==> src/rtl/ars_proj2aff_if.sv <==
// Handshake and operand/result bundle for the GF(2^233) projective-to-affine converter.
interface ars_proj2aff_if #(
    parameter int M = 233
);
  logic         start_i;
  logic [M-1:0] x_i;
  logic [M-1:0] z_i;
  logic         busy_o;
  logic         done_o;
  logic [M-1:0] x_out_o;
  logic         inf_o;

  modport master (
    output start_i, x_i, z_i,
    input  busy_o, done_o, x_out_o, inf_o
  );

  modport slave (
    input  start_i, x_i, z_i,
    output busy_o, done_o, x_out_o, inf_o
  );
endinterface

==> src/rtl/ars_proj2aff.sv <==
// Affine x = X * Z^-1 over GF(2^233), f(t)=t^233+t^74+1, via Itoh-Tsujii inversion.
// Optional macro ARS_P2A_ZCHK_EN: detect Z==0 at accept, short-circuit to DONE and flag inf.
module ars_proj2aff #(
    parameter int M = 233,
    parameter int K = 74
) (
    input  logic                 clk,
    input  logic                 rst,
    ars_proj2aff_if.slave        p2a
);

  typedef enum logic [2:0] {
    S_IDLE = 3'd0,
    S_SQR  = 3'd1,
    S_MUL  = 3'd2,
    S_FSQ  = 3'd3,
    S_FMUL = 3'd4,
    S_DONE = 3'd5
  } state_e;

  localparam logic [7:0] MUL_LAST = 8'(M);

  // a*t mod f: the bit shifted out of degree M-1 folds back to t^K + 1
  function automatic logic [M-1:0] gf_xtime(input logic [M-1:0] a);
    logic [M-1:0] r;
    r    = {a[M-2:0], 1'b0};
    r[0] = a[M-1];
    r[K] = r[K] ^ a[M-1];
    return r;
  endfunction

  // Interleave zeros, then fold the upper M-1 bits down twice
  function automatic logic [M-1:0] gf_sqr(input logic [M-1:0] a);
    logic [2*M-2:0] w;
    logic [M+K-2:0] r1;
    logic [M-1:0]   r2;
    w = '0;
    for (int i = 0; i < M; i++) begin
      w[2*i] = a[i];
    end
    r1             = '0;
    r1[M-1:0]      = w[M-1:0];
    r1[M-2:0]      = r1[M-2:0] ^ w[2*M-2:M];
    r1[M+K-2:K]    = r1[M+K-2:K] ^ w[2*M-2:M];
    r2             = r1[M-1:0];
    r2[K-2:0]      = r2[K-2:0] ^ r1[M+K-2:M];
    r2[2*K-2:K]    = r2[2*K-2:K] ^ r1[M+K-2:M];
    return r2;
  endfunction

  // Squaring count per addition-chain step
  function automatic logic [7:0] chain_j(input logic [3:0] step);
    logic [7:0] j;
    case (step)
      4'd0:    j = 8'd1;
      4'd1:    j = 8'd1;
      4'd2:    j = 8'd3;
      4'd3:    j = 8'd1;
      4'd4:    j = 8'd7;
      4'd5:    j = 8'd14;
      4'd6:    j = 8'd1;
      4'd7:    j = 8'd29;
      4'd8:    j = 8'd58;
      4'd9:    j = 8'd116;
      default: j = 8'd1;
    endcase
    return j;
  endfunction

  state_e       state_q, state_d;
  logic [M-1:0] t_q, t_d;
  logic [M-1:0] s_q, s_d;
  logic [M-1:0] xr_q, xr_d;
  logic [M-1:0] zr_q, zr_d;
  logic [M-1:0] acc_q, acc_d;
  logic [3:0]   step_q, step_d;
  logic [7:0]   cnt_q, cnt_d;
  logic         busy_q, busy_d;
  logic         done_q, done_d;
  logic [M-1:0] x_out_q, x_out_d;
  logic [M-1:0] mul_acc_s;
  logic [3:0]   step_nx_s;
`ifdef ARS_P2A_ZCHK_EN
  logic         inf_q, inf_d;
`endif

  assign mul_acc_s = gf_xtime(acc_q) ^ (s_q[M-1] ? t_q : {M{1'b0}});
  assign step_nx_s = step_q + 4'd1;

  // Next-state and datapath updates; s doubles as the MSB-first shift operand of the multiplier
  always_comb begin
    state_d = state_q;
    t_d     = t_q;
    s_d     = s_q;
    xr_d    = xr_q;
    zr_d    = zr_q;
    acc_d   = acc_q;
    step_d  = step_q;
    cnt_d   = cnt_q;
    busy_d  = busy_q;
    done_d  = 1'b0;
    x_out_d = x_out_q;
`ifdef ARS_P2A_ZCHK_EN
    inf_d   = inf_q;
`endif
    case (state_q)
      S_IDLE: begin
        if (p2a.start_i) begin
          xr_d   = p2a.x_i;
          zr_d   = p2a.z_i;
          t_d    = p2a.z_i;
          s_d    = p2a.z_i;
          acc_d  = '0;
          step_d = 4'd0;
          cnt_d  = chain_j(4'd0);
          busy_d = 1'b1;
`ifdef ARS_P2A_ZCHK_EN
          inf_d  = (p2a.z_i == {M{1'b0}});
          if (p2a.z_i == {M{1'b0}}) begin
            state_d = S_DONE;
          end else begin
            state_d = S_SQR;
          end
`else
          state_d = S_SQR;
`endif
        end else begin
          state_d = S_IDLE;
        end
      end
      S_SQR: begin
        t_d = gf_sqr(t_q);
        if (cnt_q == 8'd1) begin
          state_d = S_MUL;
          cnt_d   = 8'd0;
        end else begin
          cnt_d = cnt_q - 8'd1;
        end
      end
      S_MUL, S_FMUL: begin
        if (cnt_q == 8'd0) begin
          acc_d = '0;
          cnt_d = 8'd1;
        end else begin
          acc_d = mul_acc_s;
          s_d   = {s_q[M-2:0], 1'b0};
          if (cnt_q == MUL_LAST) begin
            if (state_q == S_FMUL) begin
              state_d = S_DONE;
            end else begin
              // b_(i+j) becomes the next squaring base; s picks up the next b_j
              step_d = step_nx_s;
              t_d    = mul_acc_s;
              s_d    = (chain_j(step_nx_s) == 8'd1) ? zr_q : mul_acc_s;
              cnt_d  = chain_j(step_nx_s);
              if (step_q == 4'd9) begin
                state_d = S_FSQ;
              end else begin
                state_d = S_SQR;
              end
            end
          end else begin
            cnt_d = cnt_q + 8'd1;
          end
        end
      end
      S_FSQ: begin
        t_d     = gf_sqr(t_q);
        s_d     = xr_q;
        cnt_d   = 8'd0;
        state_d = S_FMUL;
      end
      S_DONE: begin
        x_out_d = acc_q;
        done_d  = 1'b1;
        busy_d  = 1'b0;
        state_d = S_IDLE;
      end
      default: begin
        state_d = S_IDLE;
      end
    endcase
  end

  // State and datapath registers
  always_ff @(posedge clk or posedge rst) begin
    if (rst) begin
      state_q <= S_IDLE;
      t_q     <= '0;
      s_q     <= '0;
      xr_q    <= '0;
      zr_q    <= '0;
      acc_q   <= '0;
      step_q  <= 4'd0;
      cnt_q   <= 8'd0;
      busy_q  <= 1'b0;
      done_q  <= 1'b0;
      x_out_q <= '0;
`ifdef ARS_P2A_ZCHK_EN
      inf_q   <= 1'b0;
`endif
    end else begin
      state_q <= state_d;
      t_q     <= t_d;
      s_q     <= s_d;
      xr_q    <= xr_d;
      zr_q    <= zr_d;
      acc_q   <= acc_d;
      step_q  <= step_d;
      cnt_q   <= cnt_d;
      busy_q  <= busy_d;
      done_q  <= done_d;
      x_out_q <= x_out_d;
`ifdef ARS_P2A_ZCHK_EN
      inf_q   <= inf_d;
`endif
    end
  end

  assign p2a.busy_o  = busy_q;
  assign p2a.done_o  = done_q;
  assign p2a.x_out_o = x_out_q;
`ifdef ARS_P2A_ZCHK_EN
  assign p2a.inf_o   = inf_q;
`else
  assign p2a.inf_o   = 1'b0;
`endif

endmodule

==> src/flat_wrapper.sv <==
// flat-port wrapper written by rule: the top's interface ports become plain ports
module ars_proj2aff_flat 
#(
    parameter int M = 233,
    parameter int K = 74
)
  (clk, rst, p2a_start_i, p2a_x_i, p2a_z_i, p2a_busy_o, p2a_done_o, p2a_x_out_o, p2a_inf_o);
  ars_proj2aff_if #(.M(M)) p2a_i ();
  input  logic clk;
  input  logic rst;
  input wire logic [$bits(p2a_i.start_i)-1:0] p2a_start_i;
  input wire logic [$bits(p2a_i.x_i)-1:0] p2a_x_i;
  input wire logic [$bits(p2a_i.z_i)-1:0] p2a_z_i;
  output wire logic [$bits(p2a_i.busy_o)-1:0] p2a_busy_o;
  output wire logic [$bits(p2a_i.done_o)-1:0] p2a_done_o;
  output wire logic [$bits(p2a_i.x_out_o)-1:0] p2a_x_out_o;
  output wire logic [$bits(p2a_i.inf_o)-1:0] p2a_inf_o;
  assign p2a_i.start_i = p2a_start_i;
  assign p2a_i.x_i = p2a_x_i;
  assign p2a_i.z_i = p2a_z_i;
  assign p2a_busy_o = p2a_i.busy_o;
  assign p2a_done_o = p2a_i.done_o;
  assign p2a_x_out_o = p2a_i.x_out_o;
  assign p2a_inf_o = p2a_i.inf_o;
  ars_proj2aff #(.M(M), .K(K)) u_core (.clk(clk), .rst(rst), .p2a(p2a_i));
endmodule
==> config.mk <==
export PLATFORM = sky130hd
export DESIGN_NAME = ars_proj2aff_flat
export DESIGN_NICKNAME = d
export VERILOG_FILES = /design/src/rtl/ars_proj2aff_if.sv /design/src/rtl/ars_proj2aff.sv /design/src/flat_wrapper.sv
export SDC_FILE = /design/constraint.sdc
export NUM_CORES = 2
export LEC_CHECK = 0
export BUFFER_PORTS_ARGS = -buffer_cell sky130_fd_sc_hd__buf_2
export CAP_MARGIN = 20
export CORE_MARGIN = 10
export CORE_UTILIZATION = 40
export CTS_BUF_LIST = sky130_fd_sc_hd__clkbuf_16
export DETAILED_ROUTE_END_ITERATION = 10
export SKIP_CTS_REPAIR_TIMING = 1
export SYNTH_ARGS = -nofsm -noshare
export SYNTH_HDL_FRONTEND = slang
export SYNTH_SLANG_ARGS = --single-unit
==> constraint.sdc <==
create_clock -name clk -period 60.6 [get_ports clk]
set_input_delay 6.06 -clock clk [delete_from_list [all_inputs] [get_ports clk]]
set_output_delay 6.06 -clock clk [all_outputs]
set_load 0.02 [all_outputs]
==> results.toml <==
[global_route]
grt_start_max_net_pins = 179
antenna_found_initial = 53
grt_pass1_wl_mm = 468.9
gr-total-overflow = 0
grt_pass1_vias = 64358
grt_usage = 0.3044

[power_and_ir_drop]
seq_power_share = 0.476
p_int_mw = 1.503
peakVddDrop_v = 0.00002084
power_density_mw_per_mm2 = 23.86
power.share.clock = 0.470
p_leak_nw = 38.93
switching_share = 0.2543
finalPower_mw = 2.015
combPwrFrac = 0.054
power.switching_mw = 0.5125

[final_layout]
fin_nets = 8119
area_delta_synth_final_pct = 13.05
fillerInstances = 17527
drive_above_1_share = 0.2203

[floorplanning]
io_pins = 705
die_height_um = 452.2
coreArea_mm2 = 0.1856
initial_core_util = 0.4025
die_w_um = 452.2
die_area_mm2 = 0.2045
num_rows = 158

[timing]
setup-violations-final = 0
fin_skew_ps = 49.92
worstMarginPinSlew_ps = 1930
final.setup.tns_ps = 0
fmax_ghz = 0.1067
grt_setup_unrepaired = "no"
worst_slew_margin_rel = -0.2866
drv_slew = 203
post-route-period-util = 0.1547
period_minus_slack_ps = 9375
final_hold_viol_count = 0

[worst_setup_path]
r2r_start = "u_core.state_q[0]"
critical_path_class = "input port to register"
cp_max_fo = 68
rr_worst_depth = 6
endpoint_kind = "register"
r2r-end = "u_core.xr_q[73]"
arrival_ps = 10080
required_ps = 61310
startpoint_type = "input port"
rrSetupSlack_ps = 55480

[detailed_routing]
first_iter_violations = 8681
route.detailed.drc = 21
wl_mm = 324.7
dr.pass1.iters = 11
routedWlPerCell_um = 31.57
antenna_left = 0
avgViaCountPerCell = 6.453
vias = 66366

[yosys]
synth_cells = 7436
async_flop_share = 1.000
ys.flop_type = "dfrtp_1"
synth_area_leaders = "dfrtp_1 47%, nand2_1 7.2%, mux2_2 7.0%"
synth_area_mm2 = 0.07471
synth.net_count = 7914
ys_seq_area_frac = 0.4740
synth_cell_type_count = 67
synth_top_cell_by_area = "dfrtp_1"
synth_top_area_share = 0.4740
synth_warnings = 0
ys_seq_elements = 1415
synth_edf_count = 0
avgSynthCellArea_um2 = 10.05

[hold_path]
whs_path_depth = 2
worstHoldEndpoint = "u_core.p2a.x_out_o[33]"
hold_path.class = "register to register"
min-delay-start = "u_core.p2a.x_out_o[33]"

[run_status]
run_status = "finished, violations left"
violations = "DRC, slew limit"

[run]
cap_violations = 0

[cts]
htree_levels = 4
root_buffer = "clkbuf_16"
cts_tree = "yes"
clock_sinks = 1415
clkTransAtPathRegs_ps = 60
cts_buffers = 161
clk_path_buf_depth = 3
clk_latency_ps = 850

[placed_design]
place_congestion = 0.8961
portBuffers = 703
place_hpwl_mm = 212.1
## per-stage QoR
stage	utilization	cell area (µm²)	setup slack [ps]	instances	hold slack, ps
final	0.4550	84460	51220	10285	466.8
after global placement	0.4272	79310	50220	9954	454.5
after global routing	0.4549	84440	50770	10275	488.6
after floorplan	-	74710	14640	7436	469.5
after detailed placement	0.4272	79310	50080	9954	457.3
after CTS	0.4538	84240	50980	10237	471.1
## layout make-up
class                           instances  area [µm²]  area share
Antenna cell                           44       110.1    0.001304
Clock buffer                          163        4079     0.04829
Clock inverter                        120       855.8     0.01013
Inverter                               12       60.06   0.0007111
Multi-Input combinational cell       5244       36260      0.4293
Sequential cell                      1415       35410      0.4193
Tap cell                             2480        3103     0.03674
Timing Repair Buffer                  807        4579     0.05422
## layer usage
metal  vias up  track usage  wire length, µm
li1      28011            -                -
met5         -            0               80
met4        12       0.2221            27740
met1     33599       0.3849           124700
met2      3915       0.4505           140800
met3       829      0.07649            31440
## cell usage after synthesis (3+ instances only)
cell type     n
and2_1        4
a21oi_1     249
clkbuf_1    603
dfrtp_1    1415
o21ai_1       3
o221ai_1      3
o31ai_1       5
a211oi_1      8
nor3_1      239
buf_6        21
a22o_1      236
a31oi_4     160
nor2b_1       5
inv_1        10
mux2i_1       3
nor4_1        3
nand3_1     472
xor2_1      156
nand2b_1      3
o21ai_0      20
and3_1      238
mux2_2      466
a31oi_2      35
a222oi_1    231
xnor2_1     233
nand4_1     231
ha_1          9
nor3b_1       3
a32oi_1     231
nand2_1    1429
a31oi_1      40
buf_1        35
nor2_1      257
o2111ai_1   232
o22ai_1       5
buf_2       104
## worst max-delay path by stage
stage	from	endpoint	slack [ps]	cells past startpoint
finish	p2a_start_i	u_core.xr_q[73]	51220	6
floorplan	rst	u_core.acc_q[0]	14640	1
detailed placement	rst	u_core.t_q[25]	50080	6
global placement	rst	u_core.xr_q[48]	50220	6
CTS	rst	u_core.t_q[24]	50980	6
global route	rst	u_core.s_q[36]	50770	7
## worst max-delay path, stage by stage
cell and delay, ps:
buf_2 130, and3_4 770, buf_4 890, buf_4 770, buf_4 840, mux2_2 420
## cell families (layout without fill, tap and decap cells)
logic type | count (synthesis) | after routing | share of synthesized area
AND/OR/NAND/NOR | 2899 | 2899 | 0.1750
AO/OA/AOI/OAI | 1477 | 1477 | 0.1903
flip-flops | 1415 | 1415 | 0.4740
buffers and inverters | 777 | 1102 | 0.04299
multiplexers | 469 | 469 | 0.07064
XOR/XNOR | 389 | 389 | 0.04560
adder cells (fa/ha/maj) | 9 | 9 | 0.001507
other | 1 | 45 | 0.00005019
## sequential cells by signal (all words and copies together) (netlist names)
name and count:
u_core.t_q 233, u_core.cnt_q 8, u_core.p2a.busy_o 1, u_core.state_q 3, u_core.p2a.x_out_o 233, u_core.acc_q 233, u_core.step_q 4, u_core.s_q 233
u_core.zr_q 233, u_core.p2a.done_o 1, u_core.xr_q 233
## power groups by stage
| stage | clock network (mW) | logic (mW) | registers [mW] |
|---|---|---|---|
| 2_1_floorplan | 0 | 0.0622 | 0.976 |
| 3_3_place_gp | 0 | 0.107 | 0.975 |
| 3_5_place_dp | 0 | 0.109 | 0.975 |
| 4_1_cts | 0.960 | 0.109 | 0.958 |
| 5_1_grt | 0.997 | 0.119 | 0.958 |
| 6_report | 0.948 | 0.109 | 0.958 |
## layout by cell type (no fill, tap or decap), types with 44 or more instances in the layout
cell and count:
a21oi_1 247, a222oi_1 231, a22o_1 236, a31oi_4 161
a32oi_1 231, and3_1 236, buf_2 703, buf_4 84
clkbuf_16 163, dfrtp_1 1414, diode_2 44, mux2_2 466
nand2_1 1426, nand3_1 472, nand4_1 231, nor2_1 253
nor3_1 239, o2111ai_1 231, xnor2_1 232, xor2_1 156
Power figures use the tool's default switching activity.
